--- src/rtl/lfsr_pkg.sv ---
// Shared LFSR definitions: mode encodings and single-step helpers.
// Helpers operate on a 64-bit container; callers pass the real width.
package lfsr_pkg;

  localparam int MODE_FIBONACCI = 0;
  localparam int MODE_GALOIS    = 1;
  localparam int MAX_W          = 64;

  // Output bit of a state: the MSB in both modes.
  function automatic logic lfsr_obit(input logic [MAX_W-1:0] s, input int unsigned w);
    logic [5:0] msb;
    msb = 6'(w - 1);
    return s[msb];
  endfunction

  // One left-shifting LFSR step; result masked back to w bits.
  function automatic logic [MAX_W-1:0] lfsr_step(input logic [MAX_W-1:0] s,
                                                 input logic [MAX_W-1:0] taps,
                                                 input int              mode,
                                                 input int unsigned     w);
    logic [MAX_W-1:0] mask;
    logic [MAX_W-1:0] nxt;
    logic             o;
    mask = (w >= MAX_W) ? '1 : ((64'd1 << w) - 64'd1);
    o    = lfsr_obit(s, w);
    if (mode == MODE_GALOIS) nxt = (s << 1) ^ ({MAX_W{o}} & taps);
    else                     nxt = (s << 1) | {{(MAX_W-1){1'b0}}, ^(s & taps)};
    return nxt & mask;
  endfunction

endpackage

--- src/rtl/lfsr_step_unroll.sv ---
// Combinational STEP-deep unroll of the LFSR: word bit k is the output
// bit of sub-state k, next_state is the state after STEP steps.
module lfsr_step_unroll
  import lfsr_pkg::*;
#(
  parameter int               WIDTH = 8,
  parameter logic [WIDTH-1:0] TAPS  = 8'hB8,
  parameter int               MODE  = MODE_FIBONACCI,
  parameter int               STEP  = 1
) (
  input  logic [WIDTH-1:0] state,
  output logic [STEP-1:0]  word,
  output logic [WIDTH-1:0] next_state
);

  logic [STEP:0][WIDTH-1:0] chain;

  assign chain[0] = state;

  // Each sub-stage emits one output bit and feeds the next sub-stage.
  for (genvar k = 0; k < STEP; k++) begin : g_sub
    assign word[k]       = lfsr_obit(64'(chain[k]), WIDTH);
    assign chain[k+1]    = WIDTH'(lfsr_step(64'(chain[k]), 64'(TAPS), MODE, WIDTH));
  end

  assign next_state = chain[STEP];

endmodule

--- src/rtl/lfsr_stream_gen.sv ---
// PRBS word source on a valid/ready stream with lockup recovery and
// period detection. Optional word counter enabled by LFSR_WORD_CNT_EN.
module lfsr_stream_gen
  import lfsr_pkg::*;
#(
  parameter int               WIDTH        = 8,
  parameter logic [WIDTH-1:0] TAPS         = 8'hB8,
  parameter int               MODE         = MODE_FIBONACCI,
  parameter int               STEP         = 1,
  parameter logic [WIDTH-1:0] DEFAULT_SEED = 1
) (
  input  logic             clk,
  input  logic             rst_n,
  input  logic             enable,
  input  logic             load,
  input  logic [WIDTH-1:0] seed,
  output logic [STEP-1:0]  out_data,
  output logic             out_valid,
  input  logic             out_ready,
  output logic [WIDTH-1:0] state,
  output logic             period_done,
  output logic             lockup
`ifdef LFSR_WORD_CNT_EN
  ,
  output logic [31:0]      word_cnt
`endif
);

  logic [WIDTH-1:0] state_r;
  logic [WIDTH-1:0] seed_reg;
  logic [WIDTH-1:0] seed_eff;
  logic [WIDTH-1:0] nxt_state;
  logic [STEP-1:0]  word;
  logic             adv;

  lfsr_step_unroll #(
    .WIDTH (WIDTH),
    .TAPS  (TAPS),
    .MODE  (MODE),
    .STEP  (STEP)
  ) u_unroll (
    .state      (state_r),
    .word       (word),
    .next_state (nxt_state)
  );

  // A zero seed would lock the register, so substitute the default.
  assign seed_eff = (seed == '0) ? DEFAULT_SEED : seed;
  assign adv      = enable && !load && (!out_valid || out_ready);
  assign state    = state_r;

  // State, output word, handshake, lockup and period tracking.
  always_ff @(posedge clk or negedge rst_n) begin
    if (!rst_n) begin
      state_r     <= DEFAULT_SEED;
      seed_reg    <= DEFAULT_SEED;
      out_data    <= '0;
      out_valid   <= 1'b0;
      period_done <= 1'b0;
      lockup      <= 1'b0;
    end else if (load) begin
      state_r     <= seed_eff;
      seed_reg    <= seed_eff;
      out_valid   <= 1'b0;
      period_done <= 1'b0;
      lockup      <= 1'b0;
    end else begin
      period_done <= 1'b0;
      if (adv) begin
        out_valid <= 1'b1;
        if (state_r == '0) begin
          state_r  <= DEFAULT_SEED;
          lockup   <= 1'b1;
          out_data <= '0;
        end else begin
          state_r     <= nxt_state;
          out_data    <= word;
          period_done <= (nxt_state == seed_reg);
        end
      end else if (out_valid && out_ready) begin
        out_valid <= 1'b0;
      end
    end
  end

`ifdef LFSR_WORD_CNT_EN
  // Accepted-transfer counter; load clears it even on a coincident accept.
  always_ff @(posedge clk or negedge rst_n) begin
    if (!rst_n)                      word_cnt <= '0;
    else if (load)                   word_cnt <= '0;
    else if (out_valid && out_ready) word_cnt <= word_cnt + 32'd1;
  end
`endif

endmodule
--- config.mk ---
export PLATFORM = sky130hd
export DESIGN_NAME = lfsr_stream_gen
export DESIGN_NICKNAME = d
export VERILOG_FILES = /design/src/rtl/lfsr_pkg.sv /design/src/rtl/lfsr_step_unroll.sv /design/src/rtl/lfsr_stream_gen.sv
export SDC_FILE = /design/constraint.sdc
export NUM_CORES = 1
export LEC_CHECK = 0
export ABC_CLOCK_PERIOD_IN_PS = 2100
export CAP_MARGIN = 20
export CELL_PAD_IN_SITES_DETAIL_PLACEMENT = 1
export CELL_PAD_IN_SITES_GLOBAL_PLACEMENT = 2
export CORE_ASPECT_RATIO = 1.5
export CORE_UTILIZATION = 29
export CTS_CLUSTER_DIAMETER = 120
export DETAILED_ROUTE_END_ITERATION = 12
export PLACE_DENSITY_LB_ADDON = 0.08
export SLEW_MARGIN = 20
export SYNTH_ARGS = -nofsm -noshare
export SYNTH_HDL_FRONTEND = slang
export SYNTH_SLANG_ARGS = --single-unit
export TNS_END_PERCENT = 30
--- constraint.sdc ---
create_clock -name clk -period 2.1 [get_ports clk]
set_input_delay 0.21 -clock clk [delete_from_list [all_inputs] [get_ports clk]]
set_output_delay 0.21 -clock clk [all_outputs]
set_load 0.02 [all_outputs]
# Word-level counts from Yosys, hierarchy flattened
# Cells that the tools add are included.
# op_classes
n_addsub,0
mul,0
n_div,0
order_cmp,0
n_eq_ne,1
shifts,0
n_mux,14
bitwise_logic,2
reduce_logical,14
# ops
op,n
$reduce_xor 64->1,1
$mux 8,4
$logic_not 8->1,2
$mux 1,10
$eq 8x8->1,1
$or 8x1->8,1
$reduce_and 2->1,2
$reduce_bool 2->1,2
$logic_and 1x1->1,3
$reduce_bool 3->1,1
$logic_not 1->1,2
$logic_or 1x1->1,1
$not 1->1,1
# word_totals
ff_bits,20
latchBits,0
mem_bits_rw,0
romBits,0
input_bits,13
out_inout_bits,12
wordCells,37
n_memories,0

# Longest topological paths before layout
# Gate-level depths: netlist of run 1.
# logic_depth
depth_word,6
mapped_depth,6
mapped_depth_nobuf,6

# By module
# A second synthesis of run 1 with hierarchy kept.
# unflattened
cells_unflattened,88
hier_area_um2,1062.3
# modules_own_cells
module,instances,cells_each,area_per_inst_um2,seq_area_each_um2
lfsr_stream_gen,1,77,975.9,503.0
lfsr_step_unroll,1,11,86.3,0.0

# Worst setup path after synthesis of run 1
# Ideal clock, no wire load.
# synth_timing
kind,register -> register
start,register state_r[4] (netlist: state[4])
end,register state_r[5] (netlist: state[5])
setup_ns,0.121
arrival_time_ns,1.606
t_required_ns,1.979
slack_ns,0.373
stages_incl_launch_ff,7
path_buffers,0
synth_period_minus_slack_ns,1.727
cell_sequence,dfrtp_1 inv_1 ha_1 or4b_4 nor4_4 nor3_1 o22a_1
# synth_via
elab_chain_cells,4
word_cells_on_any_way,5
cone_classes,3 x mux; 1 x bitwise; 1 x reduce/logical
# synth_rtl
item,line,text
start: declaration,lfsr_stream_gen.sv:29,logic [WIDTH-1:0] state_r;
start signal: assignment,lfsr_stream_gen.sv:76,state_r <= nxt_state;
$logic_not 8->1 / $or 8x1->8 (equally long branches),"lfsr_stream_gen.sv:71, lfsr_pkg.sv:27",
$mux 8 *,lfsr_stream_gen.sv:71,if (state_r == '0) begin
$mux 8 *,lfsr_stream_gen.sv:69,if (adv) begin
$mux 8 *,lfsr_stream_gen.sv:61,end else if (load) begin
# Mark *: on every way between the ends. The rest lies on a longest branch, timed or not. The select of a mux whose other input is x is not followed.
# A chain may end at the register's enable or synchronous reset.

# Worst setup path in the final report of run 1
# Ends and elaborated chain as after synthesis.

==> results of run 1 <==
[power breakdown]
group,total [mW],switching [mW],internal [mW]
registers,0.469,0.0430,0.426
logic,0.249,0.122,0.127
clock network,0.298,0.131,0.167
[synthesized netlist by cell type]
master	number
sky130_fd_sc_hd__dfrtp_1	18
sky130_fd_sc_hd__o21ai_0	14
sky130_fd_sc_hd__inv_1	10
sky130_fd_sc_hd__xor2_1	8
sky130_fd_sc_hd__nand2_1	6
sky130_fd_sc_hd__a21oi_1	5
sky130_fd_sc_hd__mux2i_1	4
sky130_fd_sc_hd__nor4_1	4
sky130_fd_sc_hd__clkbuf_1	3
sky130_fd_sc_hd__mux2_2	3
sky130_fd_sc_hd__dfstp_2	2
sky130_fd_sc_hd__nor2_1	2
sky130_fd_sc_hd__xnor2_1	2
sky130_fd_sc_hd__a2bb2oi_1	1
sky130_fd_sc_hd__and2_0	1
sky130_fd_sc_hd__buf_4	1
sky130_fd_sc_hd__ha_1	1
sky130_fd_sc_hd__nand2_2	1
sky130_fd_sc_hd__nand2b_1	1
sky130_fd_sc_hd__nor3_1	1
sky130_fd_sc_hd__nor3b_1	1
sky130_fd_sc_hd__nor4_4	1
sky130_fd_sc_hd__o21ai_1	1
sky130_fd_sc_hd__o22a_1	1
sky130_fd_sc_hd__or3_2	1
sky130_fd_sc_hd__or4_1	1
sky130_fd_sc_hd__or4b_4	1
[kinds of logic (layout without fill, tap and decap cells)]
logic type | Yosys count | in the layout
AO/OA/AOI/OAI | 22 | 22
XOR/XNOR | 10 | 10
adder cells (fa/ha/maj) | 1 | 1
buffers and inverters | 14 | 41
flip-flops | 20 | 20
multiplexers | 7 | 7
AND/OR/NAND/NOR | 21 | 21
[final timing paths]
check | start | depth (start not counted) | endpoint
hold reg to reg | seed_reg[0] | 2 | seed_reg[0]
setup reg to reg | state[4] | 6 | state[5]
max in group asynchronous | rst_n | 2 | state[0]
min in group clk | seed_reg[0] | 2 | seed_reg[0]
setup / recovery | state[4] | 6 | state[5]
hold / removal | rst_n | 2 | out_valid
[cells in the final DEF (no fill, tap or decap), drive strengths merged]
master,netlist,routed
clkbuf,3,4
xnor2,2,2
or4,1,1
clkdlybuf4s50,0,24
nor2,2,2
dfrtp,18,18
or3,1,1
or4b,1,1
o22a,1,1
buf,1,3
nand2,7,7
nor3b,1,1
o21ai,15,15
ha,1,1
nor4,5,5
nand2b,1,1
dfstp,2,2
a2bb2oi,1,1
a21oi,5,5
nor3,1,1
inv,10,10
mux2,3,3
mux2i,4,4
and2,1,1
xor2,8,8
[layer usage]
layer / share of wire, % / track usage, % / routed length (um) / vias to the layer above
met1: 43 / 19.7 / 1100 / 366
li1: - / - / - / 377
met3: 3.3 / 2.90 / 84 / 4
met2: 52 / 26.6 / 1330 / 18
met4: 1.1 / 5.71 / 29 / 0
met5: 0 / 0 / 0 / -
[cell type report]
| class | count | area (sq um) |
|---|---|---|
| fill | 378 | 1850 |
| sequential | 20 | 503 |
| multi-input combinational | 61 | 428 |
| timing repair buffer | 27 | 263 |
| clock buffer | 4 | 55.1 |
| tap | 40 | 50.0 |
| inverter | 10 | 37.5 |
==> flow_summary.ini, run 1 <==
[outcome]
run_status = completed

[placement]
globalplace.congestion = 0.745
area_after_detailed_placement_sq_mm = 0.00128
post-place-ws_ns = 0.313
dp.final_hpwl_um = 1890
place.port_buffers = 24
placed_cells_incl_taps = 158

[yosys]
synth_adder_area_share_pct = 1.27
synth-xor-area-share_pct = 8.87
syn-num-nets = 109
synth.ff_latch_count = 20
post_synth_instance_area_sq_um = 987
synth_compound_area_share_pct = 11.9
post-synth-top-area-fraction_pct = 45.6
ys_warn_count = 0
synth_top_family_by_area = simple AND/OR/NAND/NOR gates
netlist.top_cell.by_area = sky130_fd_sc_hd__dfrtp_1
synth.avg_cell_area_sq_um = 10.4
netlist-cell-type-count = 27
post_synth_main_area_contributors = sky130_fd_sc_hd__dfrtp_1 46%, sky130_fd_sc_hd__o21ai_0 7.1%, sky130_fd_sc_hd__xor2_1 7.1%
synth_sequential_area_ratio_pct = 51.0
syn_inst = 95
post_synth_mux_area_share_pct = 7.48
synthesized_area_fraction_occupied_by_and_or_nand_nor_cells_pct = 13.8

[min_path]
timing.hold.worst.class = input port to async pin

[timing]
final_critical_path_setup_slack_ns = 0.315
layout_worst_path_cycle_share_pct = 85.0
timing.slew.headroom_pct = 76.3
worst_hold_slack_ns = 0.290
finalClockSkew_ns = 0.00103
min_period_ns = 1.79
pin_slew_with_the_least_headroom_to_its_limit_ns = 0.353
fmax_ghz = 0.560
rsz_0062_raised_after_global_routing = false
finalSetupViolations = 0
totalNegativeSetupSlack_ns = 0
final-max-slew-violation-count = 0
hold_viol = 0

[routing]
drtAntennaViolNets = 0
first_iter_violations = 6
drt-vias-per-instance = 4.72
drc_errors = 0
avgRoutedWirePerCell_um = 15.7
routed_wl_um = 2540
drt_pre_antenna_iters = 2
via_count = 765

[cts]
clockRootBuffer = sky130_fd_sc_hd__clkbuf_8
htree_num_levels = 1
hold_buffer_count_at_cts = 0
cts_sinks = 20
cts_repair_resize_count = 0
cts.clk_slew.worst_paths_ns = 0.07
cts.path.max_buffers = 2
cts_inserted_buffers = 3
worstSkewPairLatency_ns = 0.26
cts_post_setup_buffers_inserted = 0
cts_tree = done

[final_layout]
final_net_count = 137
layoutNonFillerInstCount = 162
num_antenna_cells = 0
area_growth_syn_to_layout_pct = 35.4
utilization_pct = 41.9
fin_area_sq_mm = 0.00134
drive_above_1_share_pct = 13.1

[critical_path]
cpLargestDelayFamily = simple AND/OR/NAND/NOR gates
worst-endpoint-arrival_ns = 1.94
timing.critical_path.from_type = register
cp_slowest_stage_delay_ns = 0.47
number_of_buffers_and_inverters_on_the_critical_path = 1
critPathRequiredTime_ns = 2.25
worst-r2r-setup-slack_ns = 0.31
slowest_stage = sky130_fd_sc_hd__or4b_4
maximum_fanout_count_along_the_critical_path = 5
timing.critical_path.to_type = register
criticalPathCategory = register to register
cells_traversed_along_the_worst_timing_path = inv_1 -> ha_1 -> or4b_4 -> nor4_4 -> nor3_1 -> o22a_1

[die]
fp.dieArea_sq_mm = 0.00365
die_width_um = 49.6
coreArea_sq_mm = 0.00319
floorplan.die.height_um = 73.5
rows = 25
initial_core_util_pct = 30.9
io-pin-count = 25

[power]
leakage_power_total_nw = 0.577
irDropWorstVdd_v = 0.000379
p_per_area_mw_per_mm2 = 760
power_mw = 1.02

[grt]
largest_net_degree_at_the_start_of_global_routing = 25
first_global_vias = 873
globalRouteTotalUtil_pct = 15.7
grt_pass1_wl_um = 4250
grt_antenna_before_repair = 0
grt_remaining_overflow = 0

[flow_run]
maxCapViolCount = 0
Power figures use the tool's default switching activity.
==> inputs of run 2 (changes only) <==
Settings changed: GPL_TIMING_DRIVEN set to 1, REMOVE_ABC_BUFFERS set to 1.
==> run 2 against run 1 <==
Design area increased by 1.2%. Sequential power about the same. Maximum frequency increased by 1.5%. Via count increased by 1.0%. Die area unchanged. Worst setup slack improved by 0.027 ns. Power increased by 9.7%. Largest cell class unchanged. Highest routed layer unchanged.
==> flow_summary.ini, run 2 (synthesis results as in run 1) <==
[critical_path]
crit_cells = 6
r2r_end = state[5]
timing.critical_path.from = state[4]
worst-r2r-setup-slack_ns = 0.34
r2r_cells = 6
cp_slowest_stage_delay_ns = 0.47
timing.critical_path.to_type = register
maximum_fanout_count_along_the_critical_path = 5
number_of_buffers_and_inverters_on_the_critical_path = 1
r2r_start = state[4]
cells_traversed_along_the_worst_timing_path = inv_1 -> ha_1 -> or4b_4 -> nor4_4 -> nor3_1 -> o22a_1
criticalPathCategory = register to register
cpLargestDelayFamily = simple AND/OR/NAND/NOR gates
slowest_stage = sky130_fd_sc_hd__or4b_4
critPathRequiredTime_ns = 2.26
worst_setup_path_endpoint = state[5]
timing.critical_path.from_type = register
worst-endpoint-arrival_ns = 1.92

[placement]
place.port_buffers = 24
dp.final_hpwl_um = 1900
globalplace.congestion = 0.783
placed_cells_incl_taps = 158
area_after_detailed_placement_sq_mm = 0.00128
post-place-ws_ns = 0.218

[cts]
cts_repair_resize_count = 0
clockRootBuffer = sky130_fd_sc_hd__clkbuf_8
hold_buffer_count_at_cts = 0
cts_inserted_buffers = 3
cts.clk_slew.worst_paths_ns = 0.08
cts_post_setup_buffers_inserted = 0
cts_tree = done
htree_num_levels = 1
cts.path.max_buffers = 2
cts_sinks = 20
worstSkewPairLatency_ns = 0.27

[final_layout]
layout_commonest_cell = sky130_fd_sc_hd__clkdlybuf4s50_1
layoutNonFillerInstCount = 162
area_growth_syn_to_layout_pct = 37.0
drive_above_1_share_pct = 13.1
multiInputGateArea_sq_um = 428
final_net_count = 137
fin_area_sq_mm = 0.00135
seq_area_sq_um = 503
fillCellCount = 366
num_antenna_cells = 0
most-common-layout-cells = 24 x sky130_fd_sc_hd__clkdlybuf4s50_1, 18 x sky130_fd_sc_hd__dfrtp_1, 14 x sky130_fd_sc_hd__o21ai_0

[die]
floorplan.die.height_um = 73.5
initial_core_util_pct = 30.9
die_width_um = 49.6
fp.dieArea_sq_mm = 0.00365
rows = 25
coreArea_sq_mm = 0.00319
io-pin-count = 25

[timing]
hold_viol = 0
totalNegativeSetupSlack_ns = 0
min_period_ns = 1.76
final-max-slew-violation-count = 0
timing.slew.headroom_pct = 70.9
finalClockSkew_ns = 0.00831
fmax_ghz = 0.569
rsz_0062_raised_after_global_routing = false
worst_hold_slack_ns = 0.290
final_critical_path_setup_slack_ns = 0.342
layout_worst_path_cycle_share_pct = 83.7
finalSetupViolations = 0
pin_slew_with_the_least_headroom_to_its_limit_ns = 0.433

[flow_run]
maxCapViolCount = 0

[routing]
avgRoutedWirePerCell_um = 15.8
via_count = 773
first_iter_violations = 8
drtAntennaViolNets = 0
met1_length_um = 1120
met3WireLength_um = 60
drt-vias-per-instance = 4.77
routed_wl_um = 2560
drt_pre_antenna_iters = 4
dr_wl_met2_um = 1340
maxUsedRoutingLayer = met4
drc_errors = 0

[power]
p_per_area_mw_per_mm2 = 824
irDropWorstVdd_v = 0.000528
leakage_power_total_nw = 0.584

[grt]
grt_pass1_wl_um = 4460
largest_net_degree_at_the_start_of_global_routing = 25
grt_antenna_before_repair = 0
first_global_vias = 896
globalRouteTotalUtil_pct = 16.8
grt_remaining_overflow = 0

[min_path]
timing.hold.worst.class = input port to async pin

[outcome]
run_status = completed
[run 2: layer usage]
layer	global-route usage [%]	vias up
met5	0	-
met4	7.94	0
met3	1.86	4
met2	28.7	19
met1	21.1	377
li1	-	373
[run 2: worst min path at each step]
stage | from | endpoint | slack, ns | cells after the start
global placement | seed_reg[0] | seed_reg[0] | 0.47 | 2
finish | rst_n | period_done | 0.29 | 2
floorplan | rst_n | lockup | -0.09 | 0
CTS | rst_n | seed_reg[6] | 0.30 | 2
global route | rst_n | lockup | 0.30 | 2
detailed placement | seed_reg[0] | seed_reg[0] | 0.47 | 2
[run 2: area by class of cell]
class / instances / share of cell area, %
clock buffers: 3 / 3.05
repair buffers: 27 / 19.4
multi-input cells: 61 / 31.6
inverters: 10 / 2.78
flip-flops and latches: 20 / 37.2
clock inverters: 1 / 2.22
well taps: 40 / 3.70
[run 2: metrics by stage]
stage | utilization, % | power [mW]
after CTS | 42.4 | 1.13
after detailed placement | 40.2 | 0.731
after floorplan | - | 0.601
final | 42.4 | 1.11
after global placement | 40.2 | 0.728
after global routing | 42.4 | 1.17
[run 2: worst reg2reg max path: cells and delay by family (launching register included)]
family                   cells  cell delay [ns]
AND/OR/NAND/NOR              3             0.81
adder cells (fa/ha/maj)      1             0.15
buffers and inverters        1             0.11
flip-flops                   1             0.41
AO/OA/AOI/OAI                1             0.18
[run 2: where the power goes]
| group | internal [mW] | switching [mW] |
|---|---|---|
| Sequential | 0.426 | 0.0424 |
| Clock | 0.255 | 0.139 |
| Combinational | 0.127 | 0.125 |
| Total | 0.808 | 0.306 |
